$ cat src/rtl/sync_down_cntr_pkg.sv
// Shared constants for the synchronous loadable down counter.
package sync_down_cntr_pkg;

   // Default counter width for instances that do not override WIDTH.
   localparam int CNTR_W = 4;

endpackage

$ cat src/rtl/sync_down_cntr.sv
// Synchronous loadable down counter with modulo wrap or auto-reload, cascadable via borrow.
module sync_down_cntr
   import sync_down_cntr_pkg::*;
#(
   parameter int WIDTH = CNTR_W
) (
   input  logic             clk,
   input  logic             clear,
   input  logic             load,
   input  logic [WIDTH-1:0] load_val,
   input  logic             en,
   input  logic             auto_reload,
   output logic [WIDTH-1:0] q,
   output logic             zero,
   output logic             borrow,
   output logic             done
);

   localparam logic [WIDTH-1:0] ALL_ONES = {WIDTH{1'b1}};
   localparam logic [WIDTH-1:0] ONE      = {{(WIDTH-1){1'b0}}, 1'b1};

   logic [WIDTH-1:0] q_q, q_d;
   logic [WIDTH-1:0] reload_q, reload_d;
   logic             done_q, done_d;
   logic             at_zero;

   assign at_zero = (q_q == '0);

   // load beats en; a wrap picks all-ones or the reload register.
   always_comb begin
      q_d      = q_q;
      reload_d = reload_q;
      done_d   = done_q;
      if (load) begin
         q_d      = load_val;
         reload_d = load_val;
         done_d   = 1'b0;
      end else if (en) begin
         if (at_zero) begin
            q_d = auto_reload ? reload_q : ALL_ONES;
         end else begin
            q_d = q_q - ONE;
            if (q_q == ONE) begin
               done_d = 1'b1;
            end
         end
      end
   end

   always_ff @(posedge clk) begin
      if (clear) begin
         q_q      <= '0;
         reload_q <= ALL_ONES;
         done_q   <= 1'b0;
      end else begin
         q_q      <= q_d;
         reload_q <= reload_d;
         done_q   <= done_d;
      end
   end

   assign q      = q_q;
   assign zero   = at_zero;
   // Qualified so a higher stage only steps on an edge that really wraps this one.
   assign borrow = en & at_zero & ~load & ~clear;
   assign done   = done_q;

endmodule

$ cat config.mk
export PLATFORM = sky130hd
export DESIGN_NAME = sync_down_cntr
export DESIGN_NICKNAME = d
export VERILOG_FILES = /design/src/rtl/sync_down_cntr_pkg.sv /design/src/rtl/sync_down_cntr.sv
export SDC_FILE = /design/constraint.sdc
export NUM_CORES = 1
export LEC_CHECK = 0
export CAP_MARGIN = 20
export CORE_AREA = 2 2 39 41
export CTS_BUF_LIST = sky130_fd_sc_hd__clkbuf_8
export CTS_CLUSTER_DIAMETER = 30
export DETAILED_ROUTE_END_ITERATION = 6
export DIE_AREA = 0 0 41 43
export PLACE_DENSITY = 0.65
export SKIP_LAST_GASP = 1
export SYNTH_ARGS = -nofsm -noshare
export SYNTH_HDL_FRONTEND = slang
export SYNTH_SLANG_ARGS = --single-unit
$ cat constraint.sdc
create_clock -name clk -period 4.05 [get_ports clk]
set_input_delay 0.81 -clock clk [delete_from_list [all_inputs] [get_ports clk]]
set_output_delay 0.81 -clock clk [all_outputs]
set_load 0.02 [all_outputs]
==> reports/metrics.csv <==
stage,metric,value,unit
timing,skew,0.001710,ns
synth,synth_fa_ha_area_share,5.128,%
global_routing,use_met3,6.283,%
power_and_ir_drop,combPwrFrac,23.0,%
global_routing,grt_util_met2,24.06,%
power_and_ir_drop,switching_power,0.07565,mW
layout,antenna_cells,0,
layout,multi_input_area,271.5,µm²
layout,fillCellCount,151,
floorplanning,die_x,41,µm
synth,ys_seq_area_share,36.92,%
clocking,cts-hold-fix-buffers,0,
worst_setup_path,cp-end-kind,output pin,
worst_setup_path,cp.required,3.24,ns
power_and_ir_drop,p_seq_share,38.6,%
clocking,cts_inserted_buffers,3,
clocking,post_cts_resized,0,
timing,maxClockFrequency,310.5,MHz
clocking,htree_levels,1,
place,gp_congestion,0.7682,
timing,finalHoldViolations,0,
power_and_ir_drop,p_leak,0.2862,nW
worst_setup_path,r2r_setup_slack,2.43,ns
worst_setup_path,arrival,2.41,ns
floorplanning,coreArea,0.001384,mm²
place,portBuffers,15,
synth,syn_area,488.0,µm²
timing,fin_crit,3.221,ns
synth,synth_edf_count,0,
floorplanning,placementRows,14,
synth,synth_mux_area_share,0,%
global_routing,use_met1,22.33,%
layout,fin_cells,93,
synth,ys_types,26,
clocking,path_clk_slew,0.05,ns
timing,rsz0062_at_grt,no,
clocking,clock_sinks,9,
synth,synth_top_family_by_area,compound AO/OA/AOI/OAI gates,
layout,drive_gt1_share,7.792,%
detailed_routing,first_iter_violations,7,
timing,relSlewSlack,70.65,%
detailed_routing,firstDrtPassIters,4,
clocking,post_cts_buffers,0,
synth,yosysWarnings,0,
synth,synth-seq-cells,9,
power_and_ir_drop,internal-power,0.1932,mW
global_routing,antenna_found_initial,0,
detailed_routing,ant_nets,0,
min_path,min_path_type,reg2reg,
synth,postSynthCellCount,59,
place,dp_cells,89,
global_routing,grt_overflow,0,
synth,synth-xor-area-share,0,%
global_routing,grt_pass1_vias,466,
detailed_routing,drt_wl_total,1.231,mm
synth,synth.avg_cell_area,8.271,µm²
detailed_routing,drt_drc_violations_left,0,
synth,synth_fp_nets,70,
synth,synth_compound_area_share,27.18,%
layout,area_growth,43.59,%
clocking,cts_buffer_depth,2,
detailed_routing,vias_per_cell,5.161,
worst_setup_path,crit_fanout,15,
global_routing,track_usage,16.20,%
power_and_ir_drop,clkPwrFrac,38.3,%
outcome,status,finished clean,
global_routing,grt_pass1_wl,1.987,mm
global_routing,grt_start_max_net_pins,16,
power_and_ir_drop,cellPowerDensity,383.8,mW/mm²
synth,synth.top_cell.area_share,36.92,%
clocking,cts_tree,built,
floorplanning,io_pins,16,
synth,async_flop_share,0,%
clocking,clk_latency,0.23,ns
synth,synth_most_common_cell,dfxtp_1,
timing,setup_viol,0,
timing,slew_violations,0,
global_routing,grt-busiest-layer,met2,
worst_setup_path,start_kind,input pin,
job,cap_violations,0,
timing,tightest_slew,0.4388,ns
power_and_ir_drop,total_power,0.2689,mW
floorplanning,initial_utilization,35.26,%
clocking,cts-root-buf,clkbuf_8,
synth,synth_simple_gate_area_share,23.33,%
power_and_ir_drop,ir_drop,0.0002244,V
place,post-dp-hpwl,905.8,µm
synth,synth_ff_type,dfxtp_1,
detailed_routing,vias,480,
timing,min_period_over_period,79.52,%
layout,seqCellArea,180.2,µm²
floorplanning,die_h,43,µm
detailed_routing,wire_per_inst,13.24,µm
layout,fin_nets,89,
worst_setup_path,crit_type,in2out,
floorplanning,die-area,0.001763,mm²
power_and_ir_drop,sw_frac_of_total,28.14,%
synth,synth_top_area_cell,dfxtp_1,
timing,setup_tns,0,ns
synth,synth_common_cells,"dfxtp_1, inv_1, a21oi_1",
synth,synth_area_leaders,"dfxtp_1, ha_1, inv_1",
-- critical path, cell delays in order --
cell             delay [ns]
clkdlybuf4s50_1        0.39
buf_4                  0.18
nand2b_1               0.18
nor3b_1                0.22
clkdlybuf4s50_1        0.63
-- path summary, 6_finish.rpt --
check | start | to | cells after the start
hold reg to reg | reload_q[0] | reload_q[0] | 2
setup / recovery | load | borrow | 5
hold / removal | reload_q[0] | reload_q[0] | 2
setup reg to reg | q[0] | q[0] | 5
-- power groups by stage --
| stage | clock network [mW] | registers, mW | logic (mW) |
|---|---|---|---|
| after detailed placement | 0 | 0.105 | 0.0619 |
| after floorplan | 0 | 0.108 | 0.0312 |
| after CTS | 0.104 | 0.104 | 0.0623 |
| after global placement | 0 | 0.105 | 0.0616 |
| after global routing | 0.108 | 0.105 | 0.0686 |
| final | 0.103 | 0.104 | 0.0620 |
-- sequential cells by signal, indices dropped and copies added (netlist names) --
| register | count |
|---|---|
| q | 4 |
| reload_q | 4 |
| done | 1 |
-- placed cells by master (no fill, tap or decap) --
master,instances
ha_1,2
a22oi_1,2
nand2_1,3
or3b_1,1
clkbuf_8,3
o22ai_1,1
nand2b_1,2
o21ai_0,3
a21oi_1,4
nor4_1,1
a211o_1,1
o211ai_1,1
nor3b_1,2
o311ai_1,1
buf_4,1
or3_1,1
dfxtp_1,9
inv_2,1
clkdlybuf4s50_1,15
inv_1,7
and2b_1,2
a31oi_1,3
a211oi_1,2
nor3_1,3
a41o_1,1
nor2_1,3
o21bai_1,1
nor3b_2,1
-- metal layers --
metal	vias up	wire (µm)	part of all wire (%)
met3	0	62	5.0
met1	214	615	50
met2	17	553	45
met5	-	0	0
met4	0	0	0
li1	249	-	-
-- area by class of cell --
cell class	instances	area share (%)
Tap cell	16	2.857
Clock inverter	1	0.5357
Multi-Input combinational cell	41	38.75
Timing Repair Buffer	16	22.50
Sequential cell	9	25.71
Clock buffer	3	5.893
Inverter	7	3.750
-- cells by family (layout without fill, tap and decap cells) --
family / after synthesis / count (layout)
AND/OR/NAND/NOR: 19 / 19
buffers and inverters: 9 / 27
AO/OA/AOI/OAI: 20 / 20
flip-flops: 9 / 9
adder cells (fa/ha/maj): 2 / 2
-- metrics by stage --
stage / cell area [µm²] / utilization, % / worst slack, ns / hold slack, ns
global placement: 655.6 / 47.38 / 0.8556 / 0.4439
floorplan: 488.0 / - / 1.529 / 0.4250
finish: 700.7 / 50.63 / 0.8294 / 0.4626
global route: 700.7 / 50.63 / 0.7383 / 0.4921
CTS: 700.7 / 50.63 / 0.8170 / 0.4597
detailed placement: 655.6 / 47.38 / 0.8197 / 0.4519
Note: power is estimated with default switching activity, not from simulation.
